### src/rtl/dsp_regfile_pkg.sv
// Shared definitions for the DSP register file: word/address sizes, register
// count, pending-counter width and the hard-wired zero register address.
package dsp_regfile_pkg;

   localparam int REG_WORD_LEN = 16;
   localparam int REG_ADDR_LEN = 4;
   localparam int NUM_REGS     = 16;
   localparam int PEND_W       = 2;

   localparam logic [REG_ADDR_LEN-1:0] R0_ADDR = '0;

endpackage

### src/rtl/dsp_pend_ctr.sv
// Saturating up/down counter tracking in-flight writes to one register.
// Overflow or underflow raises a sticky error that only reset clears.
module dsp_pend_ctr
   import dsp_regfile_pkg::*;
#(
   parameter int W = PEND_W
) (
   input  logic         clk,
   input  logic         rst_n,
   input  logic         inc,
   input  logic         dec,
   output logic [W-1:0] count,
   output logic         busy,
   output logic         err
);

   localparam logic [W-1:0] CNT_MAX = '1;

   // A simultaneous reserve and writeback cancel out, so only one-sided
   // requests move the counter; at either limit the count holds and err sets.
   always_ff @(posedge clk or negedge rst_n) begin
      if (!rst_n) begin
         count <= '0;
         err   <= 1'b0;
      end else if (inc && !dec) begin
         if (count == CNT_MAX) err <= 1'b1;
         else                  count <= count + W'(1);
      end else if (dec && !inc) begin
         if (count == '0) err <= 1'b1;
         else             count <= count - W'(1);
      end
   end

   assign busy = (count != '0);

endmodule

### src/rtl/dsp_regfile.sv
// DSP-pipeline register file: writeback port, two registered read ports with
// write-through bypass, and per-register pending counters for RAW stalls.
module dsp_regfile #(
   parameter int DATA_W   = dsp_regfile_pkg::REG_WORD_LEN,
   parameter int NUM_REGS = dsp_regfile_pkg::NUM_REGS,
   parameter int ADDR_W   = dsp_regfile_pkg::REG_ADDR_LEN,
   parameter int PEND_W   = dsp_regfile_pkg::PEND_W
) (
   input  logic              clk,
   input  logic              rst_n,
   input  logic              wr_en,
   input  logic [ADDR_W-1:0] wr_addr,
   input  logic [DATA_W-1:0] wr_data,
   input  logic              rd_en,
   input  logic [ADDR_W-1:0] rd_addr_a,
   input  logic [ADDR_W-1:0] rd_addr_b,
   output logic [DATA_W-1:0] rd_data_a,
   output logic [DATA_W-1:0] rd_data_b,
   input  logic              rsv_en,
   input  logic [ADDR_W-1:0] rsv_addr,
   output logic              stall,
   output logic              pend_err
);

   import dsp_regfile_pkg::*;

   logic [DATA_W-1:0] regs [NUM_REGS];
   logic [DATA_W-1:0] next_a;
   logic [DATA_W-1:0] next_b;
   logic [PEND_W-1:0] pend_cnt [NUM_REGS];
   logic [NUM_REGS-1:0] pend_busy;
   logic [NUM_REGS-1:0] pend_errs;
   logic hazard_a;
   logic hazard_b;

   // Entry 0 is never written, so it stays at its reset value of zero.
   always_ff @(posedge clk or negedge rst_n) begin
      if (!rst_n) begin
         for (int i = 0; i < NUM_REGS; i++) regs[i] <= '0;
      end else if (wr_en && wr_addr != R0_ADDR) begin
         regs[wr_addr] <= wr_data;
      end
   end

   // A same-cycle writeback to the read address is forwarded so decode sees
   // the new value without waiting an extra cycle.
   always_comb begin
      next_a = regs[rd_addr_a];
      next_b = regs[rd_addr_b];
      if (wr_en && wr_addr == rd_addr_a) next_a = wr_data;
      if (wr_en && wr_addr == rd_addr_b) next_b = wr_data;
      if (rd_addr_a == R0_ADDR) next_a = '0;
      if (rd_addr_b == R0_ADDR) next_b = '0;
   end

   always_ff @(posedge clk or negedge rst_n) begin
      if (!rst_n) begin
         rd_data_a <= '0;
         rd_data_b <= '0;
      end else if (rd_en) begin
         rd_data_a <= next_a;
         rd_data_b <= next_b;
      end
   end

   assign pend_cnt[0]  = '0;
   assign pend_busy[0] = 1'b0;
   assign pend_errs[0] = 1'b0;

   for (genvar g = 1; g < NUM_REGS; g++) begin : g_pend
      dsp_pend_ctr #(.W(PEND_W)) u_ctr (
         .clk   (clk),
         .rst_n (rst_n),
         .inc   (rsv_en && rsv_addr == ADDR_W'(g)),
         .dec   (wr_en && wr_addr == ADDR_W'(g)),
         .count (pend_cnt[g]),
         .busy  (pend_busy[g]),
         .err   (pend_errs[g])
      );
   end

   // The last outstanding write landing this cycle is bypassed, so it clears
   // the hazard early instead of costing a stall cycle.
   assign hazard_a = (rd_addr_a != R0_ADDR) && pend_busy[rd_addr_a] &&
                     !(wr_en && wr_addr == rd_addr_a && pend_cnt[rd_addr_a] == PEND_W'(1));
   assign hazard_b = (rd_addr_b != R0_ADDR) && pend_busy[rd_addr_b] &&
                     !(wr_en && wr_addr == rd_addr_b && pend_cnt[rd_addr_b] == PEND_W'(1));

   assign stall    = rd_en && (hazard_a || hazard_b);
   assign pend_err = |pend_errs;

endmodule

### config.mk
export PLATFORM = sky130hd
export DESIGN_NAME = dsp_regfile
export DESIGN_NICKNAME = d
export VERILOG_FILES = /design/src/rtl/dsp_regfile_pkg.sv /design/src/rtl/dsp_pend_ctr.sv /design/src/rtl/dsp_regfile.sv
export SDC_FILE = /design/constraint.sdc
export NUM_CORES = 1
export LEC_CHECK = 0
export CORE_MARGIN = 2
export CORE_UTILIZATION = 43
export CTS_BUF_LIST = sky130_fd_sc_hd__clkbuf_16
export DETAILED_ROUTE_END_ITERATION = 16
export PLACE_DENSITY = 0.57
export SLEW_MARGIN = 0
export SYNTH_ARGS = -nofsm -noshare
export SYNTH_HDL_FRONTEND = slang
export SYNTH_SLANG_ARGS = --single-unit
### constraint.sdc
create_clock -name clk -period 2.65 [get_ports clk]
set_input_delay 0.3975 -clock clk [delete_from_list [all_inputs] [get_ports clk]]
set_output_delay 0.3975 -clock clk [all_outputs]
set_load 0.01 [all_outputs]
==> results.yml <==
critical_path:
  critPathKind: "flip-flop to output port"
  required_ns: 2.25
  critPathCaptureType: "output port"
  cp.arrival_ns: 2.45
  crit_path_start_kind: "flip-flop"
  crit_fanout: 4
route:
  route.detailed.drc: 0
  wl_per_cell_um: 25.12
  avgViaCountPerCell: 5.950
  route.met2.wl_um: 25400
  routed.top_layer: "met5"
  initialDrtViolationCount: 1017
  wl_met3_um: 3258
  drt_wl_total_um: 53900
  dr.pass1.iters: 5
  wl_met1_um: 23710
  ant_nets: 0
  vias: 12770
synth:
  synthesis.area_um2: 18240
  synth_top_area_cell: "dfrtp_1"
  synth_area_leaders: "dfrtp_1 46%, mux4_2 19%, mux2_2 12%"
  synthFlopType: "dfrtp_1"
  synth_nets: 1499
  synthArstFlopShare: 1.000
  ys_types: 52
  synth.avg_cell_area_um2: 12.74
  synth_top_area_share: 0.4568
  ys_seq_area_frac: 0.4568
  synth_edf_count: 0
  yosys_warnings: 0
  ys_seq_elements: 333
  synthCells: 1432
sta:
  tightest_slew_ns: 0.7089
  fin_crit_sh: 1.073
  fin_crit_ns: 2.844
  rsz0062_at_grt: "true"
  setup_viol: 1
  tns_ns: -0.1935
  fin_skew_ns: 0.01054
  setup_slack_ns: -0.1935
  clock.fmax_mhz: 351.7
  slew_violations: 0
  slew_headroom: 0.5274
  hold_viol: 0
flow_run:
  maxCapViolCount: 0
global_route:
  overflow: 0
  grt_usage: 0.2536
  antenna_found_initial: 7
  grt_first_pass_wirelength_um: 82710
  grt_pass1_vias: 13350
  grt_start_max_net_pins: 102
clocking:
  cts_max_level: 2
  clockRootBuffer: "clkbuf_16"
  cts_sinks: 333
  cts_buffers: 39
  insertion_delay_ns: 0.55
  clk_pin_slew_worst_paths_ns: 0.06
  cts_tree: "done"
  cts_buffer_depth: 3
power:
  p_leak_uw: 0.009439
  total_power_uw: 15630
  seqPwrFrac: 0.436
  comb_power_share: 0.216
  switching_power_uw: 4181
  power_density_nw_per_um2: 715.2
  swShare: 0.2675
  power_frac_clock: 0.348
  peakVddDrop_mv: 0.6337
  p_int_uw: 11450
placement:
  dp_hpwl_um: 34380
  io_buffers: 70
  globalplace.congestion: 0.8789
  placed_cell_area_um2: 20440
die:
  num_rows: 75
  ios: 71
  die_w_um: 210.0
  die_area_um2: 44090
  fp.dieH_um: 210.0
  start_util: 0.4349
  coreArea_um2: 41950
finish:
  final_cell_mix: "333 x dfrtp_1, 194 x mux2_2, 188 x nand2_1, 154 x mux4_2, 137 x buf_4"
  layout_commonest_cell: "dfrtp_1"
  fin_nets: 1643
  areaGrowthSynthToFinish_pct: 19.78
  final_area_um2: 21850
  drive_above_1_share: 0.3712
status:
  violations: "negative setup slack"
  status: "complete, but fails checks"
hold_path:
  hold_class: "input port to async pin"
[registers in the layout, indices dropped and copies added, names as in the netlist]
signal,flops
regs,256
g_pend.u_ctr.count,30
rd_data_a,16
rd_data_b,16
g_pend.u_ctr.err,15
[power groups by stage]
| stage | combinational [uW] | sequential, uW | clock [uW] |
|---|---|---|---|
| floorplan | 2280 | 6690 | 0 |
| global placement | 3310 | 6830 | 0 |
| detailed placement | 3370 | 6870 | 0 |
| CTS | 3400 | 6790 | 5570 |
| global route | 3640 | 6940 | 5780 |
| finish | 3380 | 6810 | 5440 |
[per-stage QoR]
stage                 util  worst slack (ns)  hold slack, ns  cells
floorplan                -            0.1107          0.1019   1432
global placement    0.4874           -0.4726          0.3219   2071
detailed placement  0.4874           -0.4583          0.3120   2071
CTS                 0.5205           -0.1859          0.3338   2142
global route        0.5209           -0.2514          0.3591   2146
finish              0.5209           -0.1935          0.3254   2146
[layout make-up]
cell class / count / area [um2]
antenna: 4 / 10.01
sequential: 333 / 8333
timing repair buffer: 223 / 2051
multi-input combinational: 942 / 9373
inverter: 37 / 138.9
clock buffer: 41 / 1026
clock inverter: 27 / 245.2
tap: 539 / 674.4
fill: 3577 / 20100
[layer usage]
| metal | track usage | vias up |
|---|---|---|
| met5 | 0.01224 | - |
| met4 | 0.08657 | 4 |
| met3 | 0.04321 | 94 |
| met2 | 0.4043 | 405 |
| met1 | 0.3538 | 6665 |
| li1 | - | 5601 |
[repair_timing]
| item | in CTS | in global routing |
|---|---|---|
| gates cloned | 0 | 0 |
| hold endpoints to repair | 33 | 0 |
| hold buffers | 1 | 0 |
| pin swaps | 5 | 2 |
| endpoints found under the setup margin | 2 | 1 |
| resized for setup | 21 | 3 |
| setup buffers | 3 | 0 |
[worst paths after layout]
check | from | endpoint | slack (ns) | depth (start not counted)
setup / recovery | g_pend[6].u_ctr.count[1] | stall | -0.19 | 5
hold / removal | rst_n | g_pend[15].u_ctr.err | 0.33 | 2
setup reg to reg | regs[14] | rd_data_a[14] | 0.78 | 3
hold reg to reg | regs[242] | regs[242] | 0.39 | 0
max in group asynchronous | rst_n | regs[35] | 1.41 | 3
min in group clk | regs[242] | regs[242] | 0.39 | 0
[critical path: stages (launching register included)]
cell     delay, ns
dfrtp_1       0.43
nor2_1        0.08
mux4_2        0.45
mux4_2        0.50
o22ai_4       0.25
buf_2         0.18
[kinds of logic (layout without fill, tap and decap cells)]
kind of cell               after synthesis  after routing  synth area share
muxes                                  364            364            0.3187
buffers and inverters                  157            328           0.03717
adders and majority gates               31             31           0.02112
and+or+nand+nor                        377            377           0.09986
other                                    0              4                 0
DFF                                    333            333            0.4568
AOI/OAI and AO/OA                      162            162           0.06255
xor gates and xnor gates                 8              8          0.003841
[synth_stat cells (all sizes together), types with 2 or more instances]
cell	count
or3b	3
and2	6
mux2	194
a22oi	2
xor2	6
nand2b	7
nor4b	8
nor3	6
nor2	43
o21ai	47
or2	5
mux4	154
nor2b	76
a31oi	3
o22ai	2
nand3	9
inv	35
dfrtp	333
or3	4
nand3b	5
a311o	7
nor4	4
nand2	188
buf	53
o31ai	6
xnor2	2
a211oi	17
nor4bb	3
a2111oi	2
and3	2
mux2i	16
nor3b	4
o41ai	3
clkinv	2
a221o	38
a21oi	31
clkbuf	67
ha	30
No activity file was read; power rests on OpenSTA's default activity.
